[src/rtl/stereo_codec_buffer.sv]
// rtl/stereo_codec_buffer.sv - stereo pair FIFO between panning stage and codec, with priming and sticky status
module stereo_codec_buffer #(
    parameter int DEPTH       = 8,
    parameter int PRIME_LEVEL = 4,
    parameter int CW          = 4
) (
    input  logic                 clk,
    input  logic                 reset,
    input  logic signed [15:0]   in_L,
    input  logic signed [15:0]   in_R,
    input  logic                 in_valid,
    input  logic                 codec_req,
    input  logic                 clear_flags,
    output logic signed [15:0]   out_L,
    output logic signed [15:0]   out_R,
    output logic                 out_valid,
    output logic [CW-1:0]        count,
    output logic                 full,
    output logic                 empty,
    output logic                 overflow,
    output logic                 underflow
);
    localparam int AW = $clog2(DEPTH);

    typedef enum logic {PRIME, RUN} state_t;

    state_t        state;
    logic [31:0]   mem [DEPTH];
    logic [AW-1:0] wptr;
    logic [AW-1:0] rptr;
    logic [31:0]   held;
    logic [31:0]   head;
    logic          do_push;
    logic          do_pop;
    logic          ovf_ev;
    logic          unf_ev;
    logic [CW-1:0] count_next;

    assign full  = (count == CW'(DEPTH));
    assign empty = (count == '0);
    assign head  = mem[rptr];

    // A full FIFO still accepts a push when the same cycle pops; an empty one never bypasses.
    always_comb begin
        do_pop     = (state == RUN) && codec_req && !empty;
        do_push    = in_valid && (!full || do_pop);
        ovf_ev     = in_valid && !do_push;
        unf_ev     = (state == RUN) && codec_req && empty;
        count_next = count;
        if (do_push && !do_pop)
            count_next = count + CW'(1);
        else if (!do_push && do_pop)
            count_next = count - CW'(1);
    end

    always_ff @(posedge clk) begin
        if (do_push)
            mem[wptr] <= {in_L, in_R};
    end

    always_ff @(posedge clk) begin
        if (reset) begin
            state     <= PRIME;
            wptr      <= '0;
            rptr      <= '0;
            count     <= '0;
            held      <= '0;
            out_L     <= '0;
            out_R     <= '0;
            out_valid <= 1'b0;
            overflow  <= 1'b0;
            underflow <= 1'b0;
        end else begin
            count     <= count_next;
            out_valid <= codec_req;
            if (do_push)
                wptr <= wptr + AW'(1);
            if (do_pop)
                rptr <= rptr + AW'(1);

            if (codec_req) begin
                if (state == PRIME) begin
                    out_L <= '0;
                    out_R <= '0;
                end else if (do_pop) begin
                    out_L <= head[31:16];
                    out_R <= head[15:0];
                    held  <= head;
                end else begin
                    out_L <= held[31:16];
                    out_R <= held[15:0];
                end
            end

            // Set beats clear when both land in the same cycle.
            overflow  <= (overflow  & ~clear_flags) | ovf_ev;
            underflow <= (underflow & ~clear_flags) | unf_ev;

            case (state)
                PRIME: if (count_next >= CW'(PRIME_LEVEL)) state <= RUN;
                RUN:   if (unf_ev) state <= PRIME;
                default: state <= PRIME;
            endcase
        end
    end
endmodule
[config.mk]
export PLATFORM = sky130hd
export DESIGN_NAME = stereo_codec_buffer
export DESIGN_NICKNAME = d
export VERILOG_FILES = /design/src/rtl/stereo_codec_buffer.sv
export SDC_FILE = /design/constraint.sdc
export NUM_CORES = 1
export LEC_CHECK = 0
export CAP_MARGIN = 5
export CELL_PAD_IN_SITES_DETAIL_PLACEMENT = 1
export CELL_PAD_IN_SITES_GLOBAL_PLACEMENT = 1
export CORE_UTILIZATION = 39
export DETAILED_ROUTE_END_ITERATION = 16
export DONT_BUFFER_PORTS = 1
export PLACE_DENSITY_LB_ADDON = 0.08
export SLEW_MARGIN = 10
export SYNTH_ARGS = -nofsm -noshare
export SYNTH_HDL_FRONTEND = slang
export SYNTH_SLANG_ARGS = --single-unit
[constraint.sdc]
create_clock -name clk -period 5.65 [get_ports clk]
set_clock_uncertainty 0.15 [all_clocks]
set_input_delay 1.4125 -clock clk [delete_from_list [all_inputs] [get_ports clk]]
set_output_delay 1.4125 -clock clk [all_outputs]
set_load 0.02 [all_outputs]
==> impl_metrics.ini, run 1 <==
[status]
status = finished, final reports clean

[floorplanning]
initial_utilization_pct = 40.1
fp.dieArea_sq_um = 33500
io_pins = 78
floorplan.die.height_microns = 183
core_sq_um = 31900
die_w_microns = 183
num_rows = 65

[yosys]
synth_area_sq_um = 12800
syn_nets = 731
yosysWarnings = 0
synth_area_leaders = edfxtp_1, dfxtp_1, mux4_2
ys_types = 40
ys_ff_latch = 337
yosysSeqAreaShare_pct = 72.9
synth_ff_type = edfxtp_1
netlist_instances = 690
syn_area_per_cell_sq_um = 18.5
synth_edf_count = 256
synth_area_leader_cell = edfxtp_1
async_flop_share_pct = 0
synth_top_area_share_pct = 60.2

[global_route]
grt_pass1_vias = 6833
gr-total-overflow = 0
grt_max_degree = 65
grt_first_pass_wirelength_mm = 41.2
antenna_found_initial = 1
grt.total_usage_pct = 16.5

[final_layout]
design_area_sq_um = 14400
drive_above_1_share_pct = 23.7
final_util_pct = 45.2
instances_no_fill = 1160
layout_commonest_cell = edfxtp_1
area_growth_pct = 12.8
nets = 737
antenna_cells = 0
layout.cells.most_common_list = edfxtp_1, dfxtp_1, mux4_2

[timing]
tightest_slew_ns = 1.23
rsz0062_at_grt = false
fin_ws_ns = 2.16
fin_setup_tns_ns = 0
hold_slack_ns = 0.351
slew_headroom_pct = 17.5
max_freq_ghz = 0.287
hold_viol = 0
finalSetupViolCount = 0
period_share_pct = 61.7
slew_violations = 0
post-route-min-period_ns = 3.49

[route]
vias = 6198
drc = 0
wirelength_mm = 26.6
viasPerCell = 5.34
wl_met2_mm = 13.3
wl_met3_mm = 1.47
drt_iter0_markers = 357
top_layer = met4
wl_per_cell_microns = 22.9
m1WireLength_mm = 11.2
ant_nets = 0
first_pass_iters = 6

[worst_setup_path]
worstRegToRegCells = 6
path_cells = inv_1 > ha_1 > nor3b_4
reg2reg_to = mem[3][22]
critPathRequiredTime_ns = 4.09
critPathKind = flop to output pin
worst-path-max-fanout = 8
max_stage_delay_ns = 0.56
cp_slowest_cell = nor3b_4
arrival_ns = 1.92
crit_path_end_kind = output pin
r2r_slack_ns = 2.41
setup.worst_path.start_class = flop

[power]
seqPwrFrac_pct = 50.6
p_leak_nw = 4.34
total_power_mw = 5.82
internal-power_mw = 4.42
power_density_nw_per_um2 = 404
swShare_pct = 24.0
power_frac_clock_pct = 39.2
p_comb_share_pct = 10.2
p_switching_mw = 1.40
peakVddDrop_mv = 0.232

[clock_tree]
numClockSinks = 337
clkLatencyLatePin_ns = 0.52
ctsResizeCount = 0
path_clk_slew_ns = 0.06
post_cts_buffers = 0
cts-root-buf = clkbuf_16
htreeDepth = 2
cts_tree = done
clock_path_buffers = 3
numCtsBuffers = 37
ctsHoldBuffers = 0

[placed_design]
routabilityCongestion = 0.728
dpl_worst_slack_ns = 1.86
hpwl_mm = 15.3
dp.cells = 1091
portBuffers = 0
placed_cell_area_sq_um = 13200

[hold_path]
min_path_type = flop to flop
holdPathStages = 2
hp-start = wptr[0]
holdPathEnd = wptr[0]

[flow_run]
cap_violations = 0
## power groups by stage
stage               clock [mW]  combinational [mW]  sequential (mW)
floorplan                    0               0.541             2.93
global placement             0               0.584             2.99
detailed placement           0               0.605             3.00
CTS                       2.35               0.608             2.95
global route              2.45               0.651             2.97
finish                    2.28               0.592             2.94
## cells in the mapped netlist, types with 3 or more instances
cell type	number
a211oi_1	6
clkbuf_1	13
inv_1	4
nor3_1	4
buf_2	14
a21oi_1	5
dfxtp_1	81
nand2b_1	5
a211oi_2	30
buf_6	10
a22oi_1	32
ha_1	4
nor2_1	51
a31oi_1	4
o21ai_1	32
edfxtp_1	256
mux2i_1	35
buf_1	3
mux4_2	64
nand2_1	11
## per-layer routing
layer,vias to the layer above,GRT usage (%)
li1,2789,-
met1,3238,20.7
met2,125,28.3
met3,46,3.99
met4,0,4.73
met5,-,0
## flip-flops by register name (all words and copies together), names as in the netlist, named ones only
signal,count
count,3
held,32
mem,256
out_L,16
out_R,16
out_valid,1
overflow,1
rptr,3
state,1
underflow,1
wptr,3
## worst max-delay path, delay by kind of cell (launching register included)
kind,cells,cell delay (ns)
adder cells (fa/ha/maj),1,0.29
buffers and inverters,1,0.11
AND/OR/NAND/NOR,1,0.56
flip-flops,1,0.44
## logic make-up (layout without fill, tap and decap cells)
kind of cell | Yosys count | count (layout) | share of synthesized area (%)
AO/OA/AOI/OAI | 114 | 114 | 7.09
XOR/XNOR | 4 | 4 | 0.274
adder cells (fa/ha/maj) | 4 | 4 | 0.392
buffers and inverters | 46 | 81 | 2.12
flip-flops | 337 | 337 | 72.9
multiplexers | 99 | 99 | 14.0
AND/OR/NAND/NOR | 86 | 86 | 3.22
## worst max-delay path by stage
stage | end | slack, ns | from | cells past startpoint
after floorplan | mem[0][0] | 0.79 | in_valid | 4
after global placement | mem[3][18] | 1.98 | codec_req | 4
after detailed placement | mem[2][20] | 1.86 | codec_req | 4
after CTS | empty | 2.15 | count[0] | 3
after global routing | empty | 2.04 | count[0] | 3
final | empty | 2.16 | flop | 3
## cell type report
class | instances | area (sq um)
fill | 2991 | 17500
sequential | 337 | 9320
multi-input combinational | 307 | 3270
clock buffer | 58 | 1120
tap | 435 | 544
timing repair buffer | 9 | 100
clock inverter | 10 | 51.3
inverter | 4 | 15.0
No activity file was read; power rests on OpenSTA's default activity.
==> inputs of run 2 (changes only) <==
==> constraint.sdc (replaced) <==
create_clock -name clk -period 2.9 [get_ports clk]
set_clock_uncertainty 0.15 [all_clocks]
set_input_delay 0.725 -clock clk [delete_from_list [all_inputs] [get_ports clk]]
set_output_delay 0.725 -clock clk [all_outputs]
set_load 0.02 [all_outputs]
==> impl_metrics.ini, run 2 (synthesized netlist as in run 1, its figures left out) <==
[floorplanning]
io_pins = 78
core_sq_um = 31900
die_w_microns = 183
initial_utilization_pct = 40.1
fp.dieArea_sq_um = 33500
num_rows = 65
floorplan.die.height_microns = 183

[global_route]
antenna_found_initial = 0
grt_pass1_vias = 7021
grt_max_degree = 51
grt.total_usage_pct = 17.6
grt_first_pass_wirelength_mm = 43.8
gr-total-overflow = 0

[worst_setup_path]
worst-path-max-fanout = 7
max_stage_delay_ns = 0.55
critPathKind = flop to output pin
crit_path_end_kind = output pin
r2r-start = count[0]
setup.worst_path.start_class = flop
path_cells = inv_1 > ha_2 > nor3b_4
r2r_slack_ns = 0.21
crit_buf_inv = 1
cp_slowest_cell = nor3b_4
crit_family = simple AND/OR/NAND/NOR gates
critPathRequiredTime_ns = 2.03
worstRegToRegCells = 7
crit_start = count[0]
arrival_ns = 1.87
path_depth = 3

[clock_tree]
clock_path_buffers = 3
clkLatencyLatePin_ns = 0.52
cts-root-buf = clkbuf_16
path_clk_slew_ns = 0.06
numClockSinks = 337
htreeDepth = 2
cts_tree = done
numCtsBuffers = 37

[placed_design]
hpwl_mm = 16.9
portBuffers = 0
routabilityCongestion = 0.751

[power]
peakVddDrop_mv = 0.515
p_leak_nw = 4.47
power_density_nw_per_um2 = 783

[timing]
max_freq_ghz = 0.364
slew_violations = 0
hold_viol = 0
hold_slack_ns = 0.127
rsz0062_at_grt = false
period_share_pct = 94.8
slew_headroom_pct = 43.9
tightest_slew_ns = 0.841
finalSetupViolCount = 0
post-route-min-period_ns = 2.75

[final_layout]
final_util_pct = 46.1
largest_register_ffs = 256
area_growth_pct = 15.1
layout.cells.most_common_list = edfxtp_1, dfxtp_1, mux4_2
largestRegisters = mem (256), held (32)
largest_register = mem
nets = 755
nFillCells = 3012
drive_above_1_share_pct = 26.5
layout_commonest_cell = edfxtp_1
antenna_cells = 0

[route]
wirelength_mm = 28.3
wl_per_cell_microns = 24.0
drt_iter0_markers = 280
viasPerCell = 5.37
drc = 0
first_pass_iters = 4
ant_nets = 0
vias = 6330

[status]
status = finished, final reports clean

[flow_run]
cap_violations = 0

[hold_path]
min_path_type = primary input to flop
holdPathStages = 1
hp-start = reset
==> run 2: cell types whose count changed in the layout (fill, tap and decap cells not counted), sizes merged <==
cell,previous run,this run
inv,5,7
clkbuf,58,49
clkinv,8,12
clkinvlp,1,2
bufinv,0,2
buf,9,27
==> run 2: cell type report <==
type | instances | area [sq um] | area share [%]
Sequential cell | 337 | 9320 | 63.4
Multi-Input combinational cell | 307 | 3280 | 22.3
Clock buffer | 49 | 1000 | 6.81
Tap cell | 435 | 544 | 3.70
Timing Repair Buffer | 27 | 365 | 2.49
Clock inverter | 19 | 174 | 1.18
Inverter | 4 | 15.0 | 0.102
==> run 2: final timing paths <==
path / to
setup reg to reg: mem[5][3]
hold / removal: held[25]
hold reg to reg: held[31]
setup / recovery: empty
==> run 2: per-layer routing <==
metal  wire (microns)  part of all wire [%]  global-route usage (%)  vias up
li1                 -                     -                       -     2826
met1            12500                    44                    23.5     3345
met2            13800                    49                    29.2      126
met3             1580                   5.6                    4.03       33
met4              374                   1.3                    4.30        0
met5                0                     0                       0        -
==> run 2: power by group <==
part / leakage, nW / internal [mW] / switching (mW)
sequential: 2.98 / 5.44 / 0.237
clock: 0.578 / 2.64 / 1.90
combinational: 0.906 / 0.580 / 0.721
total: 4.47 / 8.66 / 2.86
==> run 2: what timing repair did <==
action | 4_1_cts | 5_1_grt
endpoints found under the setup margin | 0 | 60
hold buffers | 0 | 0
resized for setup | 0 | 2
setup buffers | 0 | 0
==> run 2: per-stage QoR <==
stage | TNS, ns | instance area, sq um | instances | total power, mW | setup WS (ns)
floorplan | -84.46 | 12800 | 690 | 6.76 | -0.418
finish | 0 | 14700 | 1178 | 11.5 | 0.151
global route | 0 | 14700 | 1178 | 12.0 | 0.0433
global placement | 0 | 13500 | 1110 | 7.04 | 0.211
CTS | 0 | 14700 | 1178 | 11.7 | 0.0617
detailed placement | 0 | 13500 | 1110 | 7.10 | 0.128
